<file path="src/rtl/asi_wmem.sv">
// asi_wmem: turns the asi_w write-beat stream into single-port SRAM writes.
// Each beat is decoded against the SRAM address window, and its byte lanes are
// masked by size and alignment. The beat is also tracked against its burst
// length. All results appear one cycle after the beat.

package asi_pkg;
    localparam int AXI_IW     = 4;
    localparam int AXI_AW     = 32;
    localparam int AXI_LW     = 8;
    localparam int AXI_SW     = 3;
    localparam int AXI_BURSTW = 2;
    localparam int AXI_DW     = 64;
    localparam int AXI_WSTRBW = AXI_DW / 8;
    localparam int SLV_BYTEW  = AXI_WSTRBW;
endpackage

module asi_wmem
    import asi_pkg::*;
#(
    parameter int                MEM_AW    = 10,
    parameter logic [AXI_AW-1:0] BASE_ADDR = {AXI_AW{1'b0}}
) (
    input  logic                  clk,
    input  logic                  rst_n,
    input  logic [AXI_IW-1:0]     s_wid,
    input  logic [AXI_LW-1:0]     s_wlen,
    input  logic [AXI_SW-1:0]     s_wsize,
    input  logic [AXI_AW-1:0]     s_waddr,
    input  logic [AXI_DW-1:0]     s_wdata,
    input  logic [AXI_WSTRBW-1:0] s_wstrb,
    input  logic                  s_wlast,
    input  logic                  s_wvalid,
    input  logic                  clr_stat,
    output logic                  mem_ce,
    output logic                  mem_we,
    output logic [MEM_AW-1:0]     mem_addr,
    output logic [AXI_DW-1:0]     mem_wdata,
    output logic [AXI_WSTRBW-1:0] mem_wbe,
    output logic                  err_len,
    output logic                  err_range,
    output logic                  err_size,
    output logic [AXI_IW-1:0]     err_id,
    output logic [31:0]           stat_beats,
    output logic [15:0]           stat_bursts
);

    localparam int LB = $clog2(AXI_WSTRBW);
    // Window size in bytes, one bit wider than the address so the top edge is representable.
    localparam logic [AXI_AW:0] WIN_BYTES = {{AXI_AW{1'b0}}, 1'b1} << (MEM_AW + LB);

    typedef enum logic [0:0] {ST_HEAD = 1'b0, ST_BODY = 1'b1} state_t;

    state_t                  state_q, state_d;
    logic [AXI_LW-1:0]       len_q, len_d;
    logic [AXI_IW-1:0]       id_q, id_d;
    logic [AXI_LW-1:0]       beat_cc_q, beat_cc_d;

    logic                    mem_ce_q, mem_ce_d;
    logic [MEM_AW-1:0]       mem_addr_q, mem_addr_d;
    logic [AXI_DW-1:0]       mem_wdata_q, mem_wdata_d;
    logic [AXI_WSTRBW-1:0]   mem_wbe_q, mem_wbe_d;
    logic                    err_len_q, err_len_d;
    logic                    err_range_q, err_range_d;
    logic                    err_size_q, err_size_d;
    logic [AXI_IW-1:0]       err_id_q, err_id_d;
    logic [31:0]             stat_beats_q, stat_beats_d;
    logic [15:0]             stat_bursts_q, stat_bursts_d;

    logic [AXI_AW:0]         off_s;
    logic                    in_range_s;
    logic                    size_err_s;
    logic [LB:0]             nbytes_s;
    logic [LB-1:0]           amask_s;
    logic [LB:0]             lo_s;
    logic [LB:0]             hi_s;
    logic [AXI_WSTRBW-1:0]   lane_mask_s;
    logic                    final_s;
    logic [AXI_IW-1:0]       cur_id_s;

    // Address window decode, size check and byte-lane mask for the incoming beat.
    always_comb begin
        off_s      = {1'b0, s_waddr} - {1'b0, BASE_ADDR};
        in_range_s = (s_waddr >= BASE_ADDR) && (off_s < WIN_BYTES);
        size_err_s = (s_wsize > AXI_SW'(LB));
        // When the size is oversized the mask is meaningless, but that beat is dropped anyway.
        nbytes_s   = {{LB{1'b0}}, 1'b1} << s_wsize;
        amask_s    = nbytes_s[LB-1:0] - LB'(1);
        lo_s       = {1'b0, s_waddr[LB-1:0]};
        hi_s       = {1'b0, s_waddr[LB-1:0] & ~amask_s} + nbytes_s - (LB+1)'(1);
        lane_mask_s = {AXI_WSTRBW{1'b0}};
        for (int i = 0; i < AXI_WSTRBW; i++) begin
            lane_mask_s[i] = ((LB+1)'(i) >= lo_s) && ((LB+1)'(i) <= hi_s);
        end
    end

    // Burst tracker: the HEAD beat latches the id and length; BODY beats count up to the length.
    always_comb begin
        state_d   = state_q;
        len_d     = len_q;
        id_d      = id_q;
        beat_cc_d = beat_cc_q;
        final_s   = 1'b0;
        cur_id_s  = id_q;
        if (s_wvalid) begin
            case (state_q)
                ST_HEAD: begin
                    id_d     = s_wid;
                    len_d    = s_wlen;
                    cur_id_s = s_wid;
                    if (s_wlen == {AXI_LW{1'b0}}) begin
                        final_s   = 1'b1;
                        beat_cc_d = {AXI_LW{1'b0}};
                        state_d   = ST_HEAD;
                    end else begin
                        beat_cc_d = {{(AXI_LW-1){1'b0}}, 1'b1};
                        state_d   = ST_BODY;
                    end
                end
                ST_BODY: begin
                    if (beat_cc_q == len_q) begin
                        final_s   = 1'b1;
                        beat_cc_d = {AXI_LW{1'b0}};
                        state_d   = ST_HEAD;
                    end else begin
                        beat_cc_d = beat_cc_q + {{(AXI_LW-1){1'b0}}, 1'b1};
                        state_d   = ST_BODY;
                    end
                end
                default: begin
                    state_d   = ST_HEAD;
                    beat_cc_d = {AXI_LW{1'b0}};
                end
            endcase
        end else begin
            state_d = state_q;
        end
    end

    // Next values of the registered SRAM port, error pulses and statistics.
    always_comb begin
        mem_ce_d    = s_wvalid && in_range_s && !size_err_s;
        err_size_d  = s_wvalid && size_err_s;
        err_range_d = s_wvalid && !size_err_s && !in_range_s;
        err_len_d   = s_wvalid && (s_wlast != final_s);
        mem_addr_d  = mem_addr_q;
        mem_wdata_d = mem_wdata_q;
        mem_wbe_d   = mem_wbe_q;
        if (mem_ce_d) begin
            mem_addr_d  = off_s[LB +: MEM_AW];
            mem_wdata_d = s_wdata;
            mem_wbe_d   = s_wstrb & lane_mask_s;
        end else begin
            mem_addr_d  = mem_addr_q;
        end
        if (err_size_d || err_range_d || err_len_d) begin
            err_id_d = cur_id_s;
        end else begin
            err_id_d = err_id_q;
        end
        if (clr_stat) begin
            stat_beats_d = 32'd0;
        end else if (mem_ce_d && (stat_beats_q != 32'hFFFF_FFFF)) begin
            stat_beats_d = stat_beats_q + 32'd1;
        end else begin
            stat_beats_d = stat_beats_q;
        end
        if (clr_stat) begin
            stat_bursts_d = 16'd0;
        end else if (s_wvalid && final_s && (stat_bursts_q != 16'hFFFF)) begin
            stat_bursts_d = stat_bursts_q + 16'd1;
        end else begin
            stat_bursts_d = stat_bursts_q;
        end
    end

    // State and output registers; reset discards any burst in progress.
    always_ff @(posedge clk or negedge rst_n) begin
        if (!rst_n) begin
            state_q       <= ST_HEAD;
            len_q         <= {AXI_LW{1'b0}};
            id_q          <= {AXI_IW{1'b0}};
            beat_cc_q     <= {AXI_LW{1'b0}};
            mem_ce_q      <= 1'b0;
            mem_addr_q    <= {MEM_AW{1'b0}};
            mem_wdata_q   <= {AXI_DW{1'b0}};
            mem_wbe_q     <= {AXI_WSTRBW{1'b0}};
            err_len_q     <= 1'b0;
            err_range_q   <= 1'b0;
            err_size_q    <= 1'b0;
            err_id_q      <= {AXI_IW{1'b0}};
            stat_beats_q  <= 32'd0;
            stat_bursts_q <= 16'd0;
        end else begin
            state_q       <= state_d;
            len_q         <= len_d;
            id_q          <= id_d;
            beat_cc_q     <= beat_cc_d;
            mem_ce_q      <= mem_ce_d;
            mem_addr_q    <= mem_addr_d;
            mem_wdata_q   <= mem_wdata_d;
            mem_wbe_q     <= mem_wbe_d;
            err_len_q     <= err_len_d;
            err_range_q   <= err_range_d;
            err_size_q    <= err_size_d;
            err_id_q      <= err_id_d;
            stat_beats_q  <= stat_beats_d;
            stat_bursts_q <= stat_bursts_d;
        end
    end

    assign mem_ce      = mem_ce_q;
    assign mem_we      = mem_ce_q;
    assign mem_addr    = mem_addr_q;
    assign mem_wdata   = mem_wdata_q;
    assign mem_wbe     = mem_wbe_q;
    assign err_len     = err_len_q;
    assign err_range   = err_range_q;
    assign err_size    = err_size_q;
    assign err_id      = err_id_q;
    assign stat_beats  = stat_beats_q;
    assign stat_bursts = stat_bursts_q;

endmodule

</file>
<file path="config.mk">
export PLATFORM = sky130hd
export DESIGN_NAME = asi_wmem
export DESIGN_NICKNAME = d
export VERILOG_FILES = /design/src/rtl/asi_wmem.sv
export SDC_FILE = /design/constraint.sdc
export NUM_CORES = 1
export LEC_CHECK = 0
export CAP_MARGIN = 30
export CORE_AREA = 10 10 157 159
export CTS_CLUSTER_SIZE = 28
export DETAILED_ROUTE_END_ITERATION = 12
export DIE_AREA = 0 0 167 169
export HOLD_SLACK_MARGIN = 0.02
export PLACE_DENSITY = 0.67
export RECOVER_POWER = 25
export SKIP_CTS_REPAIR_TIMING = 1
export SLEW_MARGIN = 20
export SYNTH_ARGS = -nofsm -noshare
export SYNTH_HDL_FRONTEND = slang
export SYNTH_SLANG_ARGS = --single-unit
</file>
<file path="constraint.sdc">
create_clock -name clk -period 2.17 [get_ports clk]
set_input_delay 0.3255 -clock clk [delete_from_list [all_inputs] [get_ports clk]]
set_output_delay 0.3255 -clock clk [all_outputs]
set_load 0.05 [all_outputs]
</file>
Word level (Yosys, flattened, before mapping):

Index checks and enable logic that the tools add are counted.

* memory bits (writable): 0
* memories kept: 0
* bits in registers: 159
* output and inout bits: 139
* input bits: 124
* ROM bits: 0
* bits in latches: 0

* $mul: 0
* reduce and logical (&&, ||, !) cells: 25
* $lt $le $gt $ge: 18
* equal/unequal tests: 4
* add/sub/neg operators: 6
* multiplexer cells: 16
* divide/modulo/power cells: 0
* bitwise gates (word level): 4
* shifts and indexed selects: 1

Operators by type and width (count)
* 2-to-1 mux 32 bit: 2
* adder 32 x 1 -> 32 bit (second input constant): 1
* greater-or-equal comparator 32 x 1 -> 1 bit (second input constant): 1
* < comparator 32 x 14 -> 1 bit (second input constant): 1
* 2-to-1 mux 16 bit: 2
* != test 32 bit (second input constant): 1
* logical AND 1 bit: 17
* adder 16 x 1 -> 16 bit (second input constant): 1
* <= comparator 3 x 4 -> 1 bit (first input constant): 4
* != test 16 bit (second input constant): 1
* case mux 8 bit (2 select lines): 1
* greater-or-equal comparator 3 bit (first input constant): 3
* adder 8 x 1 -> 8 bit (second input constant): 1
* bitwise AND 8 bit: 1
* == test 8 bit: 1
* <= comparator 1 x 4 -> 1 bit (first input constant): 2
* <= comparator 2 x 4 -> 1 bit (first input constant): 2
* logical NOT 8 bit: 1
* 2-to-1 mux 4 bit: 2
* 2-to-1 mux 8 bit: 1
* greater-or-equal comparator 1 x 3 -> 1 bit (first input constant): 2
* greater-or-equal comparator 2 x 3 -> 1 bit (first input constant): 2
* 2-to-1 mux 1 bit: 6
* adder 3 x 4 -> 4 bit: 1
* 13 further kinds: 17

Logic depth before layout (Yosys ltp):

Gate-level depths: netlist (run 1).

* word-level depth: 9
* gate-level depth with buffers: 9
* depth with buffers taken out: 8

Worst setup path after synthesis (run 1):

Ideal clock, no wire load.

* path kind: reg2reg
* from: register stat_beats_q[0], in the netlist stat_beats[0]
* to: register stat_beats_q[0], in the netlist stat_beats[0]
* slack: -274 ps
* library setup time: 132 ps
* arrival: 2313 ps
* stages on the path, launching flop included: 10
* period minus slack after synthesis: 2444 ps
* path through: dfrtp_1 ha_1 nand2_1 or3_1 nor4_1 buf_4 buf_6 nor2_1 xnor2_1 nor2_1

* word-level cells in the longest chain between the ends: 3
* elaborated cells on any way between the ends: 6
* those cells by class: add/sub (1); eq/ne (1); mux (2); reduce/logical (2)

Ends and longest elaborated chain
* start: declaration: line 66 `logic [31:0] stat_beats_q, stat_beats_d;`
* start signal: assignment: line 206 `stat_beats_q <= stat_beats_d;`
* adder 32 x 1 -> 32 bit / != test 32 bit (equally long branches): line 163, 162
* 2-to-1 mux 32 bit / logical AND 1 bit (equally long branches): line 162 `end else if (mem_ce_d && (stat_beats_q != 32'hFFFF_FFFF)) begin`
* 2-to-1 mux 32 bit / nonzero test 2 bit (equally long branches)

Parallel ways exist; a longest one is shown, timed or not. The select of a mux whose other input is x is not followed.
A chain may end at the register's enable or synchronous reset.

Final worst setup path (run 1):

* from: input port s_waddr[30]
* to: register stat_beats_q[15], in the netlist stat_beats[15]

* word-level cells in the longest chain between the ends: 6
* elaborated cells on any way between the ends: 7
* those cells by class: order compare (2); reduce/logical (5)

Ends and longest elaborated chain
* start: declaration: line 28 `input logic [AXI_AW-1:0] s_waddr,`
* greater-or-equal comparator 32 x 1 -> 1 bit / < comparator 32 x 14 -> 1 bit (equally long branches): line 83 `in_range_s = (s_waddr >= BASE_ADDR) && (off_s < WIN_BYTES);`
* logical AND 1 bit (*): line 83
* logical AND 1 bit (*) (2 in a row): line 141 `mem_ce_d = s_wvalid && in_range_s && !size_err_s;`
* logical AND 1 bit (*): line 162
* nonzero test 2 bit (no source line) (*)

Mark *: on every way between the ends. The rest lies on a longest branch, timed or not.

==> flow_metrics.tcl, run 1 <==
set metrics [dict create \
    drt-met1-wl_mm 9.409 \
    syn_to_final_growth_pct 58.17 \
    grt_pass1_vias 6631 \
    wl_mm 23.48 \
    synth-edff-count 0 \
    finClkSkew_ns 0.01547 \
    wl_per_cell_um 18.38 \
    cts_root_buf "clkbuf_16" \
    vias 6261 \
    avgViaCountPerCell 4.903 \
    dr.pass1.iters 4 \
    setup_viol 0 \
    grt_pass1_wl_mm 36.48 \
    startpoint_type "input port" \
    arrival_ns 2.45 \
    worstHoldPathCells 2 \
    fin_crit_ns 2.150 \
    routed-wl-met2_mm 11.81 \
    io_pins 263 \
    cts_made_buffers 17 \
    num_rows 54 \
    power_density_mw_per_mm2 651.4 \
    crit_fanout 6 \
    hold_start "clr_stat" \
    die_x_um 167 \
    drc 0 \
    max-cap-violations 0 \
    synth-seq-area-share 0.5340 \
    ir_worst_vdd_uv 438.9 \
    async_flop_share 1.000 \
    reg2reg_slack_ns 0.04 \
    path_class "in2reg" \
    r2r_cells 8 \
    hold_viol 0 \
    min_path_type "in2reg" \
    antenna_found_initial 0 \
    yosys.area.top_type "dfrtp_1" \
    timing.rr.start "stat_beats[0]$_DFFE_PN0P_" \
    synth_seq_cells 159 \
    route.met3.wl_mm 1.990 \
    synth_top_area_frac 0.5340 \
    fin_cells 1277 \
    synth_warnings 0 \
    core_mm2 0.02155 \
    ys.flop_type "dfrtp_1" \
    antennaDiodeCount 0 \
    setup_slack_ns 0.01990 \
    postRouteAntennaNets 0 \
    yosysUniqueCellTypes 54 \
    drive_gt1_frac 0.2518 \
    worstMarginPinSlew_ns 1.352 \
    synthesis.nets 793 \
    clock_latency_ns 0.42 \
    dp.cells 1237 \
    final_cell_mix "246 x clkdlybuf4s50_1, 138 x dfrtp_1, 76 x mux2_2" \
    synthTopCellsByArea "dfrtp_1 53%, mux2_2 11%, xnor2_1 5.2%" \
    route.top_layer_used "met4" \
    slew_headroom 0.09889 \
    required_ns 2.47 \
    layout.nets 1113 \
    cts_max_level 4 \
    grt_max_degree 52 \
    fin_crit_sh 0.9908 \
    cts_tree "done" \
    drt_iter0_drc 224 \
    r2r_end "stat_beats[15]$_DFFE_PN0P_" \
    drv_slew 0 \
    die_h_um 169 \
    detailed_place_hpwl_mm 17.46 \
    whs_endpoint "stat_beats[0]$_DFFE_PN0P_" \
    globalplace.congestion 0.8055 \
    grt_usage 0.1584 \
    p_leak_nw 5.085 \
    cts_buffer_depth 2 \
    clk_pin_slew_worst_paths_ns 0.07 \
    outcome "finished clean" \
    fmax_mhz 465.1 \
    io_buffers 262 \
    cts.sinks 159 \
    die_area_mm2 0.02822 \
    grt_remaining_overflow 0 \
    endpoint_kind "register" \
    initial_utilization 0.3457 \
    syn_inst 664 \
    syn_area_per_cell_um2 11.22 \
    syn-cell-area_mm2 0.007451 \
    dp_slack_ns -0.5737 \
    final_common_cell "clkdlybuf4s50_1" \
]
[cell type report]
class                   count  area, um2
multi-input cells         461       3443
well taps                 280      350.3
repair buffers            333       3351
clock buffers              19      442.9
inverters                  12      45.04
flip-flops and latches    159       4005
fillers                  1897       9768
clock inverters            13      147.6
[kinds of logic (layout without fill, tap and decap cells)]
logic type / after synthesis / count (layout) / share of synthesized area
and+or+nand+nor: 269 / 269 / 0.1953
AOI/OAI and AO/OA: 56 / 56 / 0.05240
muxes: 77 / 77 / 0.1164
xor gates and xnor gates: 54 / 54 / 0.06348
DFF: 159 / 159 / 0.5340
buffers and inverters: 44 / 377 / 0.02905
adders and majority gates: 5 / 5 / 0.009404
[worst max-delay path, stage by stage]
cell and delay, ns:
clkdlybuf4s50_1 0.41, nor4_1 0.27, nand2_1 0.15, or4_4 0.56, nor3b_4 0.23, and3_4 0.21, mux2_4 0.29
[registers in the layout, indices dropped and copies added (netlist names)]
| signal | flops |
|---|---|
| mem_wdata | 64 |
| err_size | 1 |
| mem_addr | 10 |
| err_id | 4 |
| stat_beats | 32 |
| beat_cc_q | 8 |
| mem_ce | 1 |
| mem_wbe | 8 |
| id_q | 4 |
| len_q | 8 |
| stat_bursts | 16 |
| err_len | 1 |
| state_q | 1 |
| err_range | 1 |
[Yosys cell counts, drive strengths merged, types with 9 or more instances]
library cell / instances
nor3: 28
mux2: 77
o21ai: 15
nand4: 21
a21oi: 12
and3: 9
xnor2: 44
buf: 16
nand3: 22
clkbuf: 16
xor2: 10
nand2: 73
inv: 12
nor2: 62
nor4: 14
dfrtp: 159
[stage by stage]
stage          power (mW)  hold WS (ns)    util  setup TNS (ns)  instance area (um2)
2_1_floorplan       4.036       0.02991       -         -0.1995                 7517
3_3_place_gp        4.691        0.3256  0.5042          -51.97                10870
3_5_place_dp        4.719        0.3248  0.5042          -55.61                10870
4_1_cts             7.777       -0.1448  0.5316          -2.933                11460
5_1_grt             8.031        0.3457  0.5468         -0.1144                11790
6_report            7.677        0.3577  0.5468               0                11790
[routing by layer]
layer,global-route usage,vias to the layer above
met5,0,-
met4,0.04238,0
met3,0.07202,15
met2,0.2682,172
met1,0.1766,3095
li1,-,2979
[worst max-delay path by stage]
stage | from | end | slack [ns]
after detailed placement | s_wsize[0] | mem_wbe[1]$_DFFE_PN0P_ | -0.57
after global routing | stat_beats[0]$_DFFE_PN0P_ | stat_beats[15]$_DFFE_PN0P_ | -0.04
after CTS | s_wsize[0] | mem_wbe[1]$_DFFE_PN0P_ | -0.13
after floorplan | s_wsize[2] | mem_wbe[1]$_DFFE_PN0P_ | -0.1
final | s_waddr[30] | stat_beats[15]$_DFFE_PN0P_ | 0.02
after global placement | s_waddr[1] | mem_wbe[1]$_DFFE_PN0P_ | -0.52
[where the power goes]
part	total, mW	internal (mW)	switching, mW	leakage (nW)
logic	1.33	0.632	0.699	2.65
registers	3.32	3.16	0.161	2.15
clock network	3.02	1.66	1.36	0.283
total	7.68	5.45	2.22	5.09
No activity file was read; power rests on OpenSTA's default activity.
==> inputs of run 2 (changes only) <==
CORE_AREA = 10 10 122 207   (was 10 10 157 159)
DIE_AREA = 0 0 132 217   (was 0 0 167 169)
PLACE_DENSITY = 0.66   (was 0.67)
==> run 2 against run 1 <==
Against the previous run:
- critical endpoint unchanged
- worst setup slack improved by 0.0049 ns
- power down 0.44%
- die area rose by 1.5%
==> flow_metrics.tcl, run 2 (synthesized netlist as in run 1, its figures left out) <==
set metrics [dict create \
    globalplace.congestion 0.8269 \
    core_mm2 0.02189 \
    syn_to_final_growth_pct 57.77 \
    clock_latency_ns 0.43 \
    drt_iter0_drc 357 \
    clk_pin_slew_worst_paths_ns 0.06 \
    final_cell_mix "247 x clkdlybuf4s50_1, 138 x dfrtp_1, 76 x mux2_2" \
    startpoint_type "input port" \
    grt_usage 0.1664 \
    grt_pass1_vias 6795 \
    num_rows 72 \
    hold_viol 0 \
    required_ns 2.48 \
    antenna_found_initial 1 \
    ir_worst_vdd_uv 576.8 \
    cts_tree "done" \
    die_x_um 132 \
    grt_max_degree 54 \
    power_density_mw_per_mm2 650.3 \
    utilization 0.5370 \
    internal_power_mw 5.550 \
    initial_utilization 0.3404 \
    min_path_type "in2reg" \
    final_common_cell "clkdlybuf4s50_1" \
    rsz0062_at_grt "yes" \
    reg2reg_slack_ns 0.11 \
    crit_fanout 5 \
    vias 6290 \
    wl_per_cell_um 18.95 \
    p_leak_nw 5.094 \
    avgViaCountPerCell 4.868 \
    grt_pass1_wl_mm 37.65 \
    r2r_end "stat_bursts[8]$_DFFE_PN0P_" \
    cts_root_buf "clkbuf_16" \
    hold_start "s_wsize[2]" \
    cts_max_level 4 \
    slew_headroom 0.03758 \
    fin_crit_ns 2.145 \
    wl_mm 24.49 \
    timing.rr.start "stat_bursts[11]$_DFFE_PN0P_" \
    endpoint_kind "register" \
    drc 0 \
    largest_reg_flops 64 \
    postRouteAntennaNets 0 \
    p_comb_frac 0.173 \
    dr.pass1.iters 4 \
    die_area_mm2 0.02864 \
    path_class "in2reg" \
    detailed_place_hpwl_mm 18.65 \
    p_switching_mw 2.094 \
    cts.sinks 159 \
    grt_remaining_overflow 0 \
    drive_gt1_frac 0.2513 \
    arrival_ns 2.45 \
    seqPwrFrac 0.438 \
    whs_endpoint "err_range$_DFF_PN0_" \
    die_h_um 217 \
    cts_made_buffers 17 \
    io_pins 263 \
    drv_slew 0 \
    worstHoldPathCells 3 \
    finClkSkew_ns 0.007156 \
    worstMarginPinSlew_ns 1.444 \
    holdWs_ns 0.3302 \
    outcome "finished clean" \
    power.share.clock 0.390 \
    cts_buffer_depth 2 \
    max-cap-violations 0 \
    io_buffers 262 \
    fmax_mhz 466.2 \
    setup_viol 0 \
    layout.nets 1112 \
    power.share.switching 0.2740 \
    r2r_cells 6 \
    fin_crit_sh 0.9886 \
]
-- run 2: cell types whose count changed in the layout (fill, tap and decap cells not counted), moves of 3 or more --
cell and change:
buf_4 +4, buf_12 -3, inv_8 -3, nor3_1 -3
-- run 2: layer usage --
| metal | GRT usage | wire, um | vias to the layer above |
|---|---|---|---|
| li1 | - | - | 2971 |
| met1 | 0.1617 | 8617 | 3102 |
| met2 | 0.3103 | 13610 | 185 |
| met3 | 0.05950 | 1656 | 32 |
| met4 | 0.06888 | 599 | 0 |
| met5 | 0 | 0 | - |
-- run 2: how the worst max path moves through the flow --
stage | startpoint | to | slack [ns] | cells past startpoint
2_1_floorplan | s_wsize[2] | mem_wbe[1]$_DFFE_PN0P_ | -0.1 | 8
3_5_place_dp | s_waddr[1] | mem_wbe[1]$_DFFE_PN0P_ | -0.60 | 9
3_3_place_gp | s_waddr[1] | mem_wbe[1]$_DFFE_PN0P_ | -0.53 | 9
5_1_grt | s_waddr[17] | stat_beats[15]$_DFFE_PN0P_ | -0.05 | 7
6_report | s_waddr[31] | stat_beats[15]$_DFFE_PN0P_ | 0.02 | 7
4_1_cts | s_waddr[1] | mem_wbe[1]$_DFFE_PN0P_ | -0.14 | 9
-- run 2: area by class of cell --
class	instances	area, um2
Inverter	12	45.04
Timing Repair Buffer	332	3297
Clock inverter	9	111.4
Antenna cell	1	2.502
Clock buffer	22	464.2
Fill cell	1958	10140
Tap cell	296	370.4
Multi-Input combinational cell	461	3460
Sequential cell	159	4005
-- run 2: power by group through the flow --
stage               sequential [mW]  combinational [mW]  clock (mW)
global route                   3.37                1.45        3.16
finish                         3.35                1.32        2.98
detailed placement             3.40                1.32           0
CTS                            3.35                1.33        3.05
global placement               3.40                1.30           0
floorplan                      3.52               0.511           0
-- run 2: through the flow --
| stage | setup slack [ns] | cells | cell area [um2] | TNS, ns | total power, mW |
|---|---|---|---|---|---|
| floorplan | -0.09548 | 664 | 7517 | -0.1995 | 4.036 |
| global placement | -0.5310 | 1256 | 10880 | -51.86 | 4.696 |
| detailed placement | -0.5985 | 1256 | 10880 | -53.05 | 4.721 |
| CTS | -0.1375 | 1287 | 11460 | -0.6226 | 7.728 |
| global route | -0.04672 | 1292 | 11760 | -0.04749 | 7.988 |
| finish | 0.02484 | 1292 | 11760 | 0 | 7.644 |
-- run 2: worst max-delay path: stages --
cell	delay [ns]
clkdlybuf4s50_1	0.41
nor4_1	0.27
nand2_1	0.14
or4_4	0.55
nor3b_2	0.25
and3_1	0.19
mux2_1	0.32
==> inputs of run 3 (changes only) <==
MAX_ROUTING_LAYER = met4   (was not set)
==> run 3 against run 2 <==
Against the previous run:
- power about the same
- maximum frequency increased by 0.39%
- die area unchanged
- sequential share of layout area unchanged
- sequential power about the same
- clock power about the same
- highest routed layer unchanged
- utilization unchanged
- critical path type unchanged
- via count increased by 0.22%
==> flow_metrics.tcl, run 3 (synthesized netlist as in run 1, its figures left out) <==
set metrics [dict create \
    outcome "finished clean" \
    postRouteAntennaNets 0 \
    finClkSkew_ns 0.007305 \
    fmax_mhz 468.0 \
    power_density_mw_per_mm2 650.0 \
    tns_ns 0 \
    setup_viol 0 \
    worstSetupStartpoint "s_waddr[31]" \
    slew_headroom 0.01309 \
    max-cap-violations 0 \
    detailed_place_hpwl_mm 18.65 \
    core_mm2 0.02189 \
    grt_pass1_vias 6814 \
    cts_root_buf "clkbuf_16" \
    hold_start "s_wsize[2]" \
    clk_pin_slew_worst_paths_ns 0.06 \
    vias 6304 \
    drv_slew 0 \
    io_pins 263 \
    drt-met1-wl_mm 8.857 \
    path_class "in2reg" \
    die_area_mm2 0.02864 \
    routed-wl-met2_mm 13.73 \
    rsz0062_at_grt "yes" \
    largest_reg_flops 64 \
    dr.pass1.iters 4 \
    startpoint_type "input port" \
    power.share.switching 0.2737 \
    grt_remaining_overflow 0 \
    initial_utilization 0.3404 \
    fin_crit_sh 0.9847 \
    crit_fanout 5 \
    p_leak_nw 5.094 \
    min_path_type "in2reg" \
    syn_to_final_growth_pct 57.77 \
    power.share.clock 0.390 \
    clock_latency_ns 0.43 \
    wl_mm 24.49 \
    io_buffers 262 \
    arrival_ns 2.45 \
    route.met3.wl_mm 1.301 \
    cts.sinks 159 \
    drc 0 \
    cts_tree "done" \
    drt_iter0_drc 321 \
    cts_made_buffers 17 \
    grt_usage 0.1712 \
    antenna_found_initial 1 \
    worstMarginPinSlew_ns 1.480 \
    timing.rr.start "stat_bursts[11]$_DFFE_PN0P_" \
    grt_max_degree 54 \
    seqPwrFrac 0.438 \
    finalPower_mw 7.641 \
    ir_worst_vdd_uv 577.0 \
    route.top_layer_used "met4" \
    final_common_cell "clkdlybuf4s50_1" \
    hold_viol 0 \
    internal_power_mw 5.550 \
    cts_buffer_depth 2 \
    p_switching_mw 2.091 \
    wl_per_cell_um 18.95 \
    p_comb_frac 0.172 \
    required_ns 2.48 \
    num_rows 72 \
    layout.nets 1112 \
    die_x_um 132 \
    globalplace.congestion 0.8380 \
    endpoint_kind "register" \
    avgViaCountPerCell 4.879 \
    cts_max_level 4 \
    fin_crit_ns 2.137 \
    grt_pass1_wl_mm 37.53 \
    drive_gt1_frac 0.2513 \
    die_h_um 217 \
    final_cell_mix "247 x clkdlybuf4s50_1, 138 x dfrtp_1, 76 x mux2_2" \
]
run 3: cell type report:
type / instances / area [um2]
inverter: 12 / 45.04
fill: 1958 / 10140
clock inverter: 9 / 111.4
multi-input combinational: 461 / 3460
timing repair buffer: 332 / 3297
sequential: 159 / 4005
tap: 296 / 370.4
antenna: 1 / 2.502
clock buffer: 22 / 464.2
run 3: metrics by stage:
step,util,setup WS (ns),hold WS (ns),instances,instance area (um2)
after floorplan,-,-0.09548,0.02991,664,7517
after global placement,0.4971,-0.5310,0.3225,1256,10880
after detailed placement,0.4971,-0.5985,0.3301,1256,10880
after CTS,0.5234,-0.1375,-0.1264,1287,11460
after global routing,0.5370,-0.04639,0.3487,1292,11760
final,0.5370,0.03324,0.3280,1292,11760
run 3: layer usage:
layer / up-vias / global-route usage
met2: 188 / 0.3098
met3: 30 / 0.04843
met1: 3125 / 0.1688
li1: 2961 / -
met4: 0 / 0.06888
met5: - / -
run 3: worst paths after layout:
kind / to / slack, ns / cells after the start
setup / recovery: stat_beats[15]$_DFFE_PN0P_ / 0.03 / 7
hold / removal: err_range$_DFF_PN0_ / 0.33 / 3
setup reg to reg: stat_bursts[8]$_DFFE_PN0P_ / 0.11 / 6
hold reg to reg: mem_wbe[7]$_DFFE_PN0P_ / 0.48 / 2
max in group asynchronous: mem_wdata[38]$_DFFE_PN0P_ / 0.29 / 3
min in group asynchronous: mem_wdata[62]$_DFFE_PN0P_ / 0.78 / 2
run 3: worst max-delay path: stages:
cell             delay, ns
clkdlybuf4s50_1       0.40
nor4_1                0.27
nand2_1               0.13
or4_4                 0.55
nor3b_2               0.25
and3_1                0.19
mux2_1                0.32
run 3: power by group through the flow:
stage / clock network (mW) / registers (mW) / logic, mW
6_report: 2.98 / 3.35 / 1.32
5_1_grt: 3.16 / 3.37 / 1.45
4_1_cts: 3.05 / 3.35 / 1.33
3_5_place_dp: 0 / 3.40 / 1.32
3_3_place_gp: 0 / 3.40 / 1.30
2_1_floorplan: 0 / 3.52 / 0.511
